<file path="config.mk">
export PLATFORM = sky130hd
export DESIGN_NAME = sdio_dat_rx
export DESIGN_NICKNAME = d
export VERILOG_FILES = /design/src/rtl/sdio_pkg.sv /design/src/rtl/sdio_crc16.sv /design/src/rtl/sdio_dat_rx.sv
export SDC_FILE = /design/constraint.sdc
export NUM_CORES = 1
export LEC_CHECK = 0
export CAP_MARGIN = 5
export CORE_MARGIN = 2
export CORE_UTILIZATION = 45
export DETAILED_ROUTE_END_ITERATION = 8
export PLACE_DENSITY = 0.6
export SLEW_MARGIN = 20
export SYNTH_ARGS = -nofsm -noshare
export SYNTH_HDL_FRONTEND = slang
export SYNTH_SLANG_ARGS = --single-unit
</file>
<file path="constraint.sdc">
create_clock -name sd_clk -period 3.2 [get_ports sd_clk]
set_clock_uncertainty 0.1 [all_clocks]
set_input_delay 0.64 -clock sd_clk [delete_from_list [all_inputs] [get_ports sd_clk]]
set_output_delay 0.64 -clock sd_clk [all_outputs]
set_load 0.01 [all_outputs]
</file>
<file path="src/rtl/sdio_pkg.sv">
// Shared SDIO definitions: DAT receive state encodings, CRC16 length and
// the serial CCITT CRC16 step used by every lane.
package sdio_pkg;

    typedef enum logic [2:0] {
        StIdle      = 3'd0,
        StWaitStart = 3'd1,
        StRxData    = 3'd2,
        StRxCrc     = 3'd3,
        StRxEnd     = 3'd4
    } dat_rx_state_e;

    localparam int unsigned SDIO_CRC16_LEN    = 16;
    localparam int unsigned SDIO_DAT_RX_TMOUT = 64;
    localparam int unsigned SDIO_DAT_CNT_W    = 15;

    // One serial step of x^16 + x^12 + x^5 + 1.
    function automatic logic [15:0] crc16_step(input logic [15:0] crc, input logic din);
        logic [15:0] nxt;
        nxt = {crc[14:0], 1'b0};
        if (crc[15] ^ din) begin
            nxt = nxt ^ 16'h1021;
        end
        return nxt;
    endfunction

endpackage

</file>
<file path="src/rtl/sdio_crc16.sv">
// Serial CCITT CRC16 accumulator for one DAT lane; cleared to zero by crc_rst.
module sdio_crc16
    import sdio_pkg::*;
(
    input  logic        sd_clk,
    input  logic        rstn,
    input  logic        crc_rst,
    input  logic        crc_din_en,
    input  logic        crc_din,
    output logic [15:0] crc
);

    logic [15:0] crc_q, crc_d;

    always_comb begin
        crc_d = crc_q;
        if (crc_rst) begin
            crc_d = '0;
        end else if (crc_din_en) begin
            crc_d = crc16_step(crc_q, crc_din);
        end
    end

    always_ff @(posedge sd_clk or negedge rstn) begin
        if (!rstn) begin
            crc_q <= '0;
        end else begin
            crc_q <= crc_d;
        end
    end

    assign crc = crc_q;

endmodule

</file>
<file path="src/rtl/sdio_dat_rx.sv">
// SDIO DAT-line block receiver: 1/4-bit bus, per-lane CRC16 and end-bit checks,
// byte assembly into the host read FIFO.
module sdio_dat_rx
    import sdio_pkg::*;
#(
    parameter int unsigned TMOUT_CNT  = SDIO_DAT_RX_TMOUT,
    parameter int unsigned BLK_SIZE_W = 12
) (
    input  logic                  sd_clk,
    input  logic                  rstn,
    input  logic                  sd_rst,
    input  logic                  bus_width_4,
    input  logic [BLK_SIZE_W-1:0] blk_size,
    input  logic [15:0]           blk_cnt,
    input  logic                  dat_rx_start,
    input  logic                  rx_en,
    input  logic [3:0]            dat_i,
    input  logic                  fifo_full,
    output logic [7:0]            fifo_wdata,
    output logic                  fifo_wen,
    output logic                  dat_rx_busy,
    output logic                  dat_rx_done,
    output logic                  blk_rx_end,
    output logic                  dat_timeout_err_event,
    output logic                  dat_crc_err_event,
    output logic                  dat_end_err_event,
    output logic                  dat_ovr_err_event,
    output logic [2:0]            dat_rx_fsm
);

    localparam int unsigned CntW     = SDIO_DAT_CNT_W;
    localparam logic [7:0]  TmoutVal = 8'(TMOUT_CNT);

    dat_rx_state_e     state_q, state_d;
    logic [CntW-1:0]   cnt_q, cnt_d;
    logic [15:0]       blk_q, blk_d;
    logic [7:0]        tmout_q, tmout_d;
    logic [7:0]        sr_q, sr_d;
    logic [7:0]        fifo_wdata_q, fifo_wdata_d;
    logic              fifo_wen_q, fifo_wen_d;
    logic [3:0][15:0]  rcv_q, rcv_d;
    logic [3:0][15:0]  crc;

    logic [3:0]            lane_en, crc_din_en, crc_mism;
    logic                  crc_clr, start_seen, byte_done, rx_end;
    logic [BLK_SIZE_W-1:0] blk_size_eff;
    logic [CntW-1:0]       size_ext, beats_m1;
    logic [7:0]            tmout_inc;
    logic [15:0]           blk_dec;

    assign lane_en      = bus_width_4 ? 4'hF : 4'h1;
    assign blk_size_eff = (blk_size == '0) ? BLK_SIZE_W'(1) : blk_size;
    assign size_ext     = CntW'(blk_size_eff);
    assign beats_m1     = bus_width_4 ? (size_ext << 1) - CntW'(1) : (size_ext << 3) - CntW'(1);
    assign tmout_inc    = (tmout_q == 8'hFF) ? 8'hFF : tmout_q + 8'd1;
    assign blk_dec      = blk_q - 16'd1;

    assign start_seen = rx_en && (state_q == StWaitStart) && !dat_i[0];
    assign rx_end     = rx_en && (state_q == StRxEnd);
    // The beat counter's low bits mark byte boundaries since it counts down from a multiple of 8/2.
    assign byte_done  = rx_en && (state_q == StRxData) &&
                        (bus_width_4 ? (cnt_q[0] == 1'b0) : (cnt_q[2:0] == 3'd0));

    assign crc_clr    = start_seen || sd_rst;
    assign crc_din_en = lane_en & {4{rx_en && (state_q == StRxData)}};

    for (genvar l = 0; l < 4; l++) begin : g_lane
        sdio_crc16 u_crc16 (
            .sd_clk     (sd_clk),
            .rstn       (rstn),
            .crc_rst    (crc_clr),
            .crc_din_en (crc_din_en[l]),
            .crc_din    (dat_i[l]),
            .crc        (crc[l])
        );
        assign crc_mism[l] = lane_en[l] && ({rcv_q[l][14:0], dat_i[l]} != crc[l]);
    end

    assign dat_timeout_err_event = rx_en && (state_q == StWaitStart) && dat_i[0] &&
                                   (tmout_inc == TmoutVal);
    assign dat_crc_err_event     = rx_en && (state_q == StRxCrc) && (cnt_q == '0) && (|crc_mism);
    assign dat_end_err_event     = rx_end && (|(lane_en & ~dat_i));
    assign dat_ovr_err_event     = byte_done && fifo_full;
    assign blk_rx_end            = rx_end;
    assign dat_rx_done           = rx_end && (blk_dec == 16'd0);

    always_comb begin
        state_d      = state_q;
        cnt_d        = cnt_q;
        blk_d        = blk_q;
        tmout_d      = tmout_q;
        sr_d         = sr_q;
        rcv_d        = rcv_q;
        fifo_wdata_d = fifo_wdata_q;
        fifo_wen_d   = 1'b0;
        unique case (state_q)
            StIdle: begin
                if (dat_rx_start) begin
                    state_d = StWaitStart;
                    blk_d   = (blk_cnt == 16'd0) ? 16'd1 : blk_cnt;
                    tmout_d = '0;
                end
            end
            StWaitStart: begin
                if (rx_en) begin
                    if (!dat_i[0]) begin
                        state_d = StRxData;
                        cnt_d   = beats_m1;
                    end else begin
                        tmout_d = tmout_inc;
                        if (tmout_inc == TmoutVal) begin
                            state_d = StIdle;
                        end
                    end
                end
            end
            StRxData: begin
                if (rx_en) begin
                    sr_d = bus_width_4 ? {sr_q[3:0], dat_i} : {sr_q[6:0], dat_i[0]};
                    if (byte_done && !fifo_full) begin
                        fifo_wdata_d = sr_d;
                        fifo_wen_d   = 1'b1;
                    end
                    if (cnt_q == '0) begin
                        state_d = StRxCrc;
                        cnt_d   = CntW'(SDIO_CRC16_LEN - 1);
                    end else begin
                        cnt_d = cnt_q - CntW'(1);
                    end
                end
            end
            StRxCrc: begin
                if (rx_en) begin
                    for (int l = 0; l < 4; l++) begin
                        if (lane_en[l]) begin
                            rcv_d[l] = {rcv_q[l][14:0], dat_i[l]};
                        end
                    end
                    if (cnt_q == '0) begin
                        state_d = StRxEnd;
                    end else begin
                        cnt_d = cnt_q - CntW'(1);
                    end
                end
            end
            StRxEnd: begin
                if (rx_en) begin
                    blk_d = blk_dec;
                    if (blk_dec != 16'd0) begin
                        state_d = StWaitStart;
                        tmout_d = '0;
                    end else begin
                        state_d = StIdle;
                    end
                end
            end
            default: state_d = StIdle;
        endcase
        if (sd_rst) begin
            state_d      = StIdle;
            cnt_d        = '0;
            blk_d        = '0;
            tmout_d      = '0;
            sr_d         = '0;
            rcv_d        = '0;
            fifo_wdata_d = '0;
            fifo_wen_d   = 1'b0;
        end
    end

    always_ff @(posedge sd_clk or negedge rstn) begin
        if (!rstn) begin
            state_q      <= StIdle;
            cnt_q        <= '0;
            blk_q        <= '0;
            tmout_q      <= '0;
            sr_q         <= '0;
            rcv_q        <= '0;
            fifo_wdata_q <= '0;
            fifo_wen_q   <= 1'b0;
        end else begin
            state_q      <= state_d;
            cnt_q        <= cnt_d;
            blk_q        <= blk_d;
            tmout_q      <= tmout_d;
            sr_q         <= sr_d;
            rcv_q        <= rcv_d;
            fifo_wdata_q <= fifo_wdata_d;
            fifo_wen_q   <= fifo_wen_d;
        end
    end

    assign fifo_wdata  = fifo_wdata_q;
    assign fifo_wen    = fifo_wen_q;
    assign dat_rx_busy = (state_q != StIdle);
    assign dat_rx_fsm  = state_q;

endmodule
</file>
==> impl_metrics.ini <==
[synth]
yosys.area_share.adder_pct = 0.778
synth_edf_count = 0
yosysMostFrequentCell = nand2_1
synth_top_area_cell = dfrtp_1
netlist_instances = 1044
yosysSeqAreaShare_pct = 47.2
synth_compound_area_share_pct = 19.6
ys_ff_latch = 182
synth_fp_nets = 1089
synth-async-reset-ratio_pct = 100
syn-cell-area_sq_um = 9660
synth_xor_area_share_pct = 8.35
synth.area.top_cells = dfrtp_1 47%, nand2_1 7.5%, xnor2_1 6.2%
synth_common_cells = 193 x nand2_1, 182 x dfrtp_1, 102 x a21oi_1, 68 x xnor2_1, 60 x nor2_1
synth-simple-area-share_pct = 19.0
synth_top_family_by_area = compound AO/OA/AOI/OAI gates
synth_ff_type = dfrtp_1
yosysUniqueCellTypes = 76
muxShareOfSynthArea_pct = 1.67
synth.avg_cell_area_sq_um = 9.25
synth_top_area_share_pct = 47.2
yosys_warnings = 0

[finish]
nFillCells = 1875
ff_latch_area_sq_um = 4560
drive_gt1_share_pct = 14.0
multiInputGateArea_sq_um = 4900
finalNetCount = 1185
synthToLayoutAreaGrowth_pct = 21.4
final_core_util_pct = 55.8
antenna_cells = 0

[place]
dp_hpwl_um = 17000
dp_slack_ps = -364
numPortBuffers = 57
place.gp.congestion = 0.845

[setup_path]
startpoint_type = input pin
rr_endpoint = cnt_q[8]
worstSetupEndpointType = primary output
crit_top_cell = clkdlybuf4s50_1
rr_startpoint = cnt_q[1]
cp_num_buf_inv = 3
r2r_setup_slack_ps = 310
critPathTopFamily = buffers and inverters
crit_chain = clkdlybuf4s50_1 > buf_4 > and3_1 > o211ai_1 > nor2_1 > clkdlybuf4s50_1
crit_start = rx_en
cp-endpoint = dat_ovr_err_event
cp_max_fo = 7
required_ps = 2460
cp.depth = 6
crit_slowest_cell = clkdlybuf4s50_1
critPathMaxStageDelay_ps = 540
r2r_cells = 9
path_class = input pin to primary output
cp_data_arrival_time_ps = 2350

[route]
drc = 0
drt_iter0_drc = 621
dr.pass1.iters = 5
vias_per_cell = 5.68
routedWlPerCell_um = 17.6
vias = 8116
antenna_left = 0
wl_um = 25200

[floorplan]
die_y_um = 150
start_util_pct = 45.9
core.rowCount = 53
die_x_um = 150
die-area_sq_um = 22600
io_pins = 58
core_sq_um = 21000

[clocking]
cts_root_buffer = clkbuf_16
cts_buffers = 17
tritoncts = yes
hold_buffers = 0
cts_htree_levels = 4
clk_pin_slew_ps = 70
cts_sinks = 182
clockBufferDepth = 2
clk_latency_ps = 430

[min_path]
min_path_type = input pin to async pin

[sta]
setup_violations = 0
whs_ps = 91.6
finalCritPeriodShare_pct = 96.6
slew_viol_final = 0
setup_ws_ps = 109
slew_headroom_pct = 55.0
tightest_slew_ps = 675
finalCriticalPeriod_ps = 3090
fmax_mhz = 323
hold_viol_final = 0
rsz0062_at_grt = false

[pwr]
power.density_nw_per_um2 = 579
ir_drop_v = 0.000331
p_int_mw = 4.47
leakagePower_nw = 4.93
p_comb_share_pct = 29.4
clock_power_share_pct = 32.4
power.switching_mw = 2.32
p_seq_share_pct = 38.2
swShare_pct = 34.2

[grt]
grt_overflow = 0
top_usage_layer = met2
met3_usage_pct = 3.73
use_met1_pct = 35.1
grt_max_degree = 66
grt_pass1_wl_um = 41700
antenna_found_initial = 0
grt_pass1_vias = 7756
met2_usage_pct = 35.7
groute.usage.overall_pct = 23.3

[run_status]
status = finished clean

[flow_run]
max-cap-violations = 0
==> per-layer routing <==
layer,part of all wire (%),vias to the layer above
li1,-,3915
met1,49,4007
met2,45,183
met3,4.4,11
met4,0.78,0
met5,0,-
==> layout by cell type, fill, tap and decap left out, types with 3 or more instances in the layout <==
cell,count
or4_1,4
buf_12,5
buf_4,76
inv_1,18
o31ai_1,6
nand2_1,192
nor2_1,59
nor4_2,3
mux2i_1,15
a31oi_1,12
inv_6,5
nor4_4,3
o31ai_4,3
nor4_1,16
ha_1,3
nor2b_1,6
inv_8,3
nor3_1,21
xor2_1,24
clkdlybuf4s50_1,52
nand3_1,17
a22o_1,50
o211ai_1,6
dfrtp_1,180
o21ai_0,45
nand4_1,16
or3_1,5
a21oi_1,100
nand2b_1,5
clkbuf_16,17
a22oi_1,5
nor3_4,5
and3_1,7
a32o_1,5
o221ai_1,3
o21ai_2,3
xnor2_1,67
a211oi_1,20
==> worst min path at each step <==
stage / to / slack, ps
final: cnt_q[2] / 90
after CTS: cnt_q[2] / 110
after global routing: cnt_q[2] / 130
after detailed placement: cnt_q[11] / 390
after floorplan: blk_q[0] / 240
after global placement: cnt_q[11] / 380
==> what timing repair did <==
item,CTS,global route
pin swaps,5,5
setup buffers,2,0
setup endpoints to repair,3,5
gates resized for setup,13,15
==> state kept, by name, indices dropped and copies added, names as in the netlist <==
register            cells
g_lane.u_crc16.crc     64
rcv_q                  60
blk_q                  16
cnt_q                  15
fifo_wdata              8
tmout_q                 8
sr_q                    7
dat_rx_fsm              3
fifo_wen                1
==> through the flow <==
stage,cell area [sq um],setup TNS [ps],std cells,power (mW)
floorplan,9660,0,1044,3.80
global placement,11000,-388,1394,4.53
detailed placement,11000,-610,1394,4.54
CTS,11700,0,1428,6.76
global route,11700,0,1428,7.14
finish,11700,0,1428,6.79
==> power by group through the flow <==
| stage | Sequential, mW | Clock [mW] | Combinational, mW |
|---|---|---|---|
| global route | 2.61 | 2.34 | 2.19 |
| finish | 2.59 | 2.20 | 1.99 |
| detailed placement | 2.63 | 0 | 1.91 |
| floorplan | 2.59 | 0 | 1.22 |
| CTS | 2.58 | 2.24 | 1.93 |
| global placement | 2.63 | 0 | 1.90 |
==> cell families after synthesis <==
family                     after synthesis
and+or+nand+nor                        383
muxes                                   16
buffers and inverters                   81
adders and majority gates                6
xor gates and xnor gates                92
AOI/OAI and AO/OA                      284
DFF                                    182
==> cell type report <==
class / count / area share, %
sequential: 182 / 38.9
clock buffer: 18 / 3.75
clock inverter: 14 / 1.52
inverter: 20 / 0.640
multi-input combinational: 781 / 41.8
tap: 275 / 2.94
timing repair buffer: 138 / 10.5
No activity file was read; power rests on OpenSTA's default activity.
